File: src/rtl/hazard_unit_if.sv
// Hazard controller bundle: pipeline status in, latch enables/flushes out.
// The pipeline owns the master side; the hazard unit owns the slave side.
interface hazard_unit_if #(
    parameter int CNT_W = 32
);
    logic             ihit;
    logic             dhit;
    logic             exmem_dren;
    logic             exmem_dwen;
    logic             exmem_brtaken;
    logic             exmem_halt;
    logic             idex_memread;
    logic [4:0]       idex_wsel;
    logic [4:0]       ifid_rs;
    logic [4:0]       ifid_rt;
    logic             ifid_usert;
    logic             pc_en;
    logic             ifid_en;
    logic             ifid_flush;
    logic             idex_en;
    logic             idex_flush;
    logic             exmem_en;
    logic             exmem_flush;
    logic             memwb_en;
    logic             halted;
    logic [CNT_W-1:0] stall_count;

    modport master (
        output ihit, dhit, exmem_dren, exmem_dwen,
        output exmem_brtaken, exmem_halt, idex_memread,
        output idex_wsel, ifid_rs, ifid_rt, ifid_usert,
        input  pc_en, ifid_en, ifid_flush, idex_en,
        input  idex_flush, exmem_en, exmem_flush, memwb_en,
        input  halted, stall_count
    );

    modport slave (
        input  ihit, dhit, exmem_dren, exmem_dwen,
        input  exmem_brtaken, exmem_halt, idex_memread,
        input  idex_wsel, ifid_rs, ifid_rt, ifid_usert,
        output pc_en, ifid_en, ifid_flush, idex_en,
        output idex_flush, exmem_en, exmem_flush, memwb_en,
        output halted, stall_count
    );
endinterface

File: src/rtl/hazard_unit.sv
// Stall/flush controller for the 5-stage MIPS pipeline.
// Handles halt, dmem wait, taken branch, load-use and imem miss.
module hazard_unit #(
    parameter int CNT_W = 32
) (
    input  logic          CLK,
    input  logic          RST,
    hazard_unit_if.slave  hif
);
    typedef enum logic [1:0] {
        RUN    = 2'd0,
        DWAIT  = 2'd1,
        HALTED = 2'd2
    } state_e;

    state_e           state_q, state_d;
    logic [CNT_W-1:0] cnt_q, cnt_d;

    logic pc_en, ifid_en, ifid_flush, idex_en;
    logic idex_flush, exmem_en, exmem_flush, memwb_en;
    logic dmiss, load_use;

    assign dmiss = (hif.exmem_dren | hif.exmem_dwen) & ~hif.dhit;

    assign load_use = hif.idex_memread
                    & (hif.idex_wsel != 5'd0)
                    & ((hif.idex_wsel == hif.ifid_rs)
                     | (hif.ifid_usert
                      & (hif.idex_wsel == hif.ifid_rt)));

    always_comb begin
        pc_en       = 1'b0;
        ifid_en     = 1'b0;
        ifid_flush  = 1'b0;
        idex_en     = 1'b0;
        idex_flush  = 1'b0;
        exmem_en    = 1'b0;
        exmem_flush = 1'b0;
        memwb_en    = 1'b0;
        state_d     = state_q;
        if (!RST && state_q != HALTED) begin
            state_d = RUN;
            if (hif.exmem_halt) begin
                memwb_en = 1'b1;
                state_d  = HALTED;
            end else if (dmiss) begin
                state_d = DWAIT;
            end else if (hif.exmem_brtaken) begin
                pc_en       = 1'b1;
                ifid_flush  = 1'b1;
                idex_flush  = 1'b1;
                exmem_flush = 1'b1;
                memwb_en    = 1'b1;
            end else if (load_use) begin
                // One bubble suffices: the load leaves EX next cycle
                idex_flush = 1'b1;
                exmem_en   = 1'b1;
                memwb_en   = 1'b1;
            end else if (!hif.ihit) begin
                ifid_flush = 1'b1;
                idex_en    = 1'b1;
                exmem_en   = 1'b1;
                memwb_en   = 1'b1;
            end else begin
                pc_en    = 1'b1;
                ifid_en  = 1'b1;
                idex_en  = 1'b1;
                exmem_en = 1'b1;
                memwb_en = 1'b1;
            end
        end
    end

    always_comb begin
        cnt_d = cnt_q;
        if (!pc_en && state_q != HALTED && cnt_q != '1) begin
            cnt_d = cnt_q + CNT_W'(1);
        end
    end

    always_ff @(posedge CLK) begin
        if (RST) begin
            state_q <= RUN;
            cnt_q   <= '0;
        end else begin
            state_q <= state_d;
            cnt_q   <= cnt_d;
        end
    end

    assign hif.pc_en       = pc_en;
    assign hif.ifid_en     = ifid_en;
    assign hif.ifid_flush  = ifid_flush;
    assign hif.idex_en     = idex_en;
    assign hif.idex_flush  = idex_flush;
    assign hif.exmem_en    = exmem_en;
    assign hif.exmem_flush = exmem_flush;
    assign hif.memwb_en    = memwb_en;
    assign hif.halted      = (state_q == HALTED) & ~RST;
    assign hif.stall_count = cnt_q;
endmodule

File: src/flat_wrapper.sv
// flat-port wrapper written by rule: the top's interface ports become plain ports
module hazard_unit_flat 
#(
    parameter int CNT_W = 32
)
  (CLK, RST, hif_ihit, hif_dhit, hif_exmem_dren, hif_exmem_dwen, hif_exmem_brtaken, hif_exmem_halt, hif_idex_memread, hif_idex_wsel, hif_ifid_rs, hif_ifid_rt, hif_ifid_usert, hif_pc_en, hif_ifid_en, hif_ifid_flush, hif_idex_en, hif_idex_flush, hif_exmem_en, hif_exmem_flush, hif_memwb_en, hif_halted, hif_stall_count);
  hazard_unit_if #(.CNT_W(CNT_W)) hif_i ();
  input  logic CLK;
  input  logic RST;
  input wire logic [$bits(hif_i.ihit)-1:0] hif_ihit;
  input wire logic [$bits(hif_i.dhit)-1:0] hif_dhit;
  input wire logic [$bits(hif_i.exmem_dren)-1:0] hif_exmem_dren;
  input wire logic [$bits(hif_i.exmem_dwen)-1:0] hif_exmem_dwen;
  input wire logic [$bits(hif_i.exmem_brtaken)-1:0] hif_exmem_brtaken;
  input wire logic [$bits(hif_i.exmem_halt)-1:0] hif_exmem_halt;
  input wire logic [$bits(hif_i.idex_memread)-1:0] hif_idex_memread;
  input wire logic [$bits(hif_i.idex_wsel)-1:0] hif_idex_wsel;
  input wire logic [$bits(hif_i.ifid_rs)-1:0] hif_ifid_rs;
  input wire logic [$bits(hif_i.ifid_rt)-1:0] hif_ifid_rt;
  input wire logic [$bits(hif_i.ifid_usert)-1:0] hif_ifid_usert;
  output wire logic [$bits(hif_i.pc_en)-1:0] hif_pc_en;
  output wire logic [$bits(hif_i.ifid_en)-1:0] hif_ifid_en;
  output wire logic [$bits(hif_i.ifid_flush)-1:0] hif_ifid_flush;
  output wire logic [$bits(hif_i.idex_en)-1:0] hif_idex_en;
  output wire logic [$bits(hif_i.idex_flush)-1:0] hif_idex_flush;
  output wire logic [$bits(hif_i.exmem_en)-1:0] hif_exmem_en;
  output wire logic [$bits(hif_i.exmem_flush)-1:0] hif_exmem_flush;
  output wire logic [$bits(hif_i.memwb_en)-1:0] hif_memwb_en;
  output wire logic [$bits(hif_i.halted)-1:0] hif_halted;
  output wire logic [$bits(hif_i.stall_count)-1:0] hif_stall_count;
  assign hif_i.ihit = hif_ihit;
  assign hif_i.dhit = hif_dhit;
  assign hif_i.exmem_dren = hif_exmem_dren;
  assign hif_i.exmem_dwen = hif_exmem_dwen;
  assign hif_i.exmem_brtaken = hif_exmem_brtaken;
  assign hif_i.exmem_halt = hif_exmem_halt;
  assign hif_i.idex_memread = hif_idex_memread;
  assign hif_i.idex_wsel = hif_idex_wsel;
  assign hif_i.ifid_rs = hif_ifid_rs;
  assign hif_i.ifid_rt = hif_ifid_rt;
  assign hif_i.ifid_usert = hif_ifid_usert;
  assign hif_pc_en = hif_i.pc_en;
  assign hif_ifid_en = hif_i.ifid_en;
  assign hif_ifid_flush = hif_i.ifid_flush;
  assign hif_idex_en = hif_i.idex_en;
  assign hif_idex_flush = hif_i.idex_flush;
  assign hif_exmem_en = hif_i.exmem_en;
  assign hif_exmem_flush = hif_i.exmem_flush;
  assign hif_memwb_en = hif_i.memwb_en;
  assign hif_halted = hif_i.halted;
  assign hif_stall_count = hif_i.stall_count;
  hazard_unit #(.CNT_W(CNT_W)) u_core (.CLK(CLK), .RST(RST), .hif(hif_i));
endmodule
File: config.mk
export PLATFORM = sky130hd
export DESIGN_NAME = hazard_unit_flat
export DESIGN_NICKNAME = d
export VERILOG_FILES = /design/src/rtl/hazard_unit_if.sv /design/src/rtl/hazard_unit.sv /design/src/flat_wrapper.sv
export SDC_FILE = /design/constraint.sdc
export NUM_CORES = 1
export LEC_CHECK = 0
export CORE_MARGIN = 5
export CORE_UTILIZATION = 45
export DETAILED_ROUTE_END_ITERATION = 8
export PLACE_DENSITY = 0.79
export REMOVE_ABC_BUFFERS = 1
export SETUP_SLACK_MARGIN = 0.1
export SYNTH_ARGS = -nofsm -noshare
export SYNTH_HDL_FRONTEND = slang
export SYNTH_SLANG_ARGS = --single-unit
File: constraint.sdc
create_clock -name CLK -period 4.33 [get_ports CLK]
set_input_delay 1.0825 -clock CLK [delete_from_list [all_inputs] [get_ports CLK]]
set_output_delay 1.0825 -clock CLK [all_outputs]
set_load 0.005 [all_outputs]
==> flow_summary.toml <==
[status]
status = "finished, final reports clean"

[worst_setup_path]
cpPeakStageDelay_ns = 0.56
path_cells = "clkdlybuf4s50_1 > or4_1 > o21ai_2 > o21ai_2 > o21ai_0 > clkdlybuf4s50_1"
critPathBufInv = 2
crit_arrival_ns = 3.12
crit_type = "primary input to output pin"
r2r_slack_ns = 1.59
slowest_stage = "or4_1"
cp-start-kind = "primary input"
crit_path_max_fanout = 4
endpoint_kind = "output pin"
path_delay_family = "buffers and inverters"
required_ns = 3.25

[floorplan]
die_height_um = 75.6
core_sq_mm = 0.00409
row_count = 23
initial_utilization_pct = 47.3
die_w_um = 75.6
num_io_pins = 66
dieArea_sq_mm = 0.00571

[layout]
antenna_cells = 0
drive_above_1_share_pct = 7.96
layout_commonest_cell = "clkdlybuf4s50_1"
finalNetCount = 339
mostFrequentLayoutCells = "clkdlybuf4s50_1, nor2_1, dfxtp_1, xnor2_1, nor3_1"
fin_cells = 364
syn2layout_area_growth_pct = 42.6
design_area_sq_mm = 0.00276

[global_route]
gr-usage-met2_pct = 32.1
antenna_found_initial = 0
track_usage_pct = 18.6
grt-ovfl-total = 0
gr-max-usage-layer = "met2"
grt_pass1_vias = 1931
grt_max_degree = 40
grt_util_met3_pct = 4.35
grt_pass1_wl_mm = 8.30
grtUsageMet1_pct = 22.4

[drt]
drt-total-wl_mm = 4.98
vias = 1995
drc_errors = 0
routed_via_density = 5.48
ant_nets = 0
drt_iter0_markers = 132
first_pass_iters = 4
wire_per_inst_um = 13.7

[hold_path]
worstHoldPathType = "register to register"

[yosys]
ys_ff_latch = 34
synth-edff-count = 0
synthArstFlopShare_pct = 0
synth_area_per_cell_sq_um = 7.93
synth_ff_type = "dfxtp_1"
netlist_instances = 244
synth_cell_types = 40
yosysSeqAreaShare_pct = 35.2
yosysWarnings = 0
syn_area_sq_mm = 0.00193

[sta]
finClkSkew_ns = 0.00509
hold_violations = 0
fmax_mhz = 238
tightest_slew_ns = 0.660
worst_slack_ns = 0.131
period_needed_ns = 4.20
final.period_utilization_pct = 97.0
report.final.slew_viol_count = 0
max_slew_margin_pct = 55.6
rsz0062_at_grt = "false"
setup_viol_count_final = 0
tns_ns = 0

[clock_network]
numCtsBuffers = 5
ctsRootBufferMaster = "clkbuf_8"
clk_pin_slew_worst_paths_ns = 0.07
hold_buffers = 0
cts_tree = "yes"
clk_latency_ns = 0.29
htreeDepth = 2
clock-sinks = 34
clockBufferDepth = 2

[placed_design]
pre_cts_slack_ns = 0.123
place_area_sq_mm = 0.00265
port_buffers = 65
place_inst = 356
routabilityCongestion = 0.825
dp_hpwl_mm = 3.75

[power_and_ir_drop]
p_leak_nw = 0.925
powerDensity_mw_per_mm2 = 240
ir_worst_vdd_mv = 0.170
power_uw = 661

[run]
maxCapViolations = 0
## registers in the layout, indices dropped and copies added, names as in the netlist
register	cells
u_core.hif.stall_count	32
u_core.state_q	2
## worst register-to-register path, delay by kind of cell (launching register included)
family,cells,cell delay (ns)
simple gates,6,1.88
flops,1,0.45
mux,1,0.30
## path summary, 6_finish.rpt
kind                                                              start                                 endpoint  cells after the start
worst max-delay path                                   hif_idex_wsel[0]                                hif_pc_en                      6
worst min-delay path            u_core.hif.stall_count[27]$_SDFFE_PP0P_  u_core.hif.stall_count[27]$_SDFFE_PP0P_                      2
worst max register to register  u_core.hif.stall_count[24]$_SDFFE_PP0P_  u_core.hif.stall_count[25]$_SDFFE_PP0P_                      7
worst min register to register  u_core.hif.stall_count[27]$_SDFFE_PP0P_  u_core.hif.stall_count[27]$_SDFFE_PP0P_                      2
## cell type report
class / count / area, sq um
Clock buffer: 6 / 82.6
Sequential cell: 34 / 681
Fill cell: 394 / 1330
Inverter: 6 / 22.5
Multi-Input combinational cell: 196 / 1210
Tap cell: 50 / 62.6
Clock inverter: 2 / 12.5
Timing Repair Buffer: 70 / 691
## logic make-up (layout without fill, tap and decap cells)
| logic type | Yosys count | in the layout | share of synthesized area, % |
|---|---|---|---|
| muxes | 3 | 3 | 1.68 |
| xor gates and xnor gates | 34 | 34 | 15.4 |
| AOI/OAI and AO/OA | 24 | 24 | 8.41 |
| adders and majority gates | 1 | 1 | 0.647 |
| DFF | 34 | 34 | 35.2 |
| and+or+nand+nor | 134 | 134 | 35.6 |
| buffers and inverters | 14 | 84 | 3.04 |
## power breakdown
part	leakage [nW]	switching (mW)	total, mW	internal [mW]
logic	0.603	0.0439	0.0943	0.0504
clock network	0.0472	0.116	0.244	0.128
registers	0.275	0.00535	0.323	0.317
total	0.925	0.166	0.661	0.495
## layer usage
| layer | vias to the layer above | part of all wire, % |
|---|---|---|
| met5 | - | 0 |
| met4 | 0 | 1.4 |
| met3 | 8 | 5.7 |
| met2 | 68 | 50 |
| met1 | 918 | 43 |
| li1 | 1001 | - |
## Yosys cell counts, types with 2 or more instances
cell | instances | area (sq um)
nor2_1 | 42 | 158
dfxtp_1 | 34 | 681
xnor2_1 | 20 | 175
nor3_1 | 17 | 85.1
nand3_1 | 15 | 75.1
xor2_1 | 14 | 123
nand2_1 | 12 | 45.0
nand4_1 | 12 | 75.1
nor4_1 | 9 | 56.3
inv_1 | 6 | 22.5
nor2b_1 | 6 | 37.5
o21ai_0 | 6 | 30.0
a21oi_1 | 5 | 25.0
and3_1 | 5 | 31.3
clkbuf_1 | 5 | 18.8
o31ai_1 | 3 | 22.5
or3_1 | 3 | 18.8
or4_1 | 3 | 22.5
and2_1 | 2 | 12.5
and4_1 | 2 | 17.5
and4_2 | 2 | 20.0
buf_2 | 2 | 10.0
o21a_1 | 2 | 15.0
## through the flow
stage	hold slack, ns	util, %
2_1_floorplan	0.483	-
3_3_place_gp	0.501	64.8
3_5_place_dp	0.511	64.8
4_1_cts	0.517	67.1
5_1_grt	0.544	67.5
6_report	0.521	67.5
## timing repair
action	CTS	global route
resized for setup	0	6
setup endpoints to repair	0	5
setup buffers	0	0
Note: power is estimated with default switching activity, not from simulation.
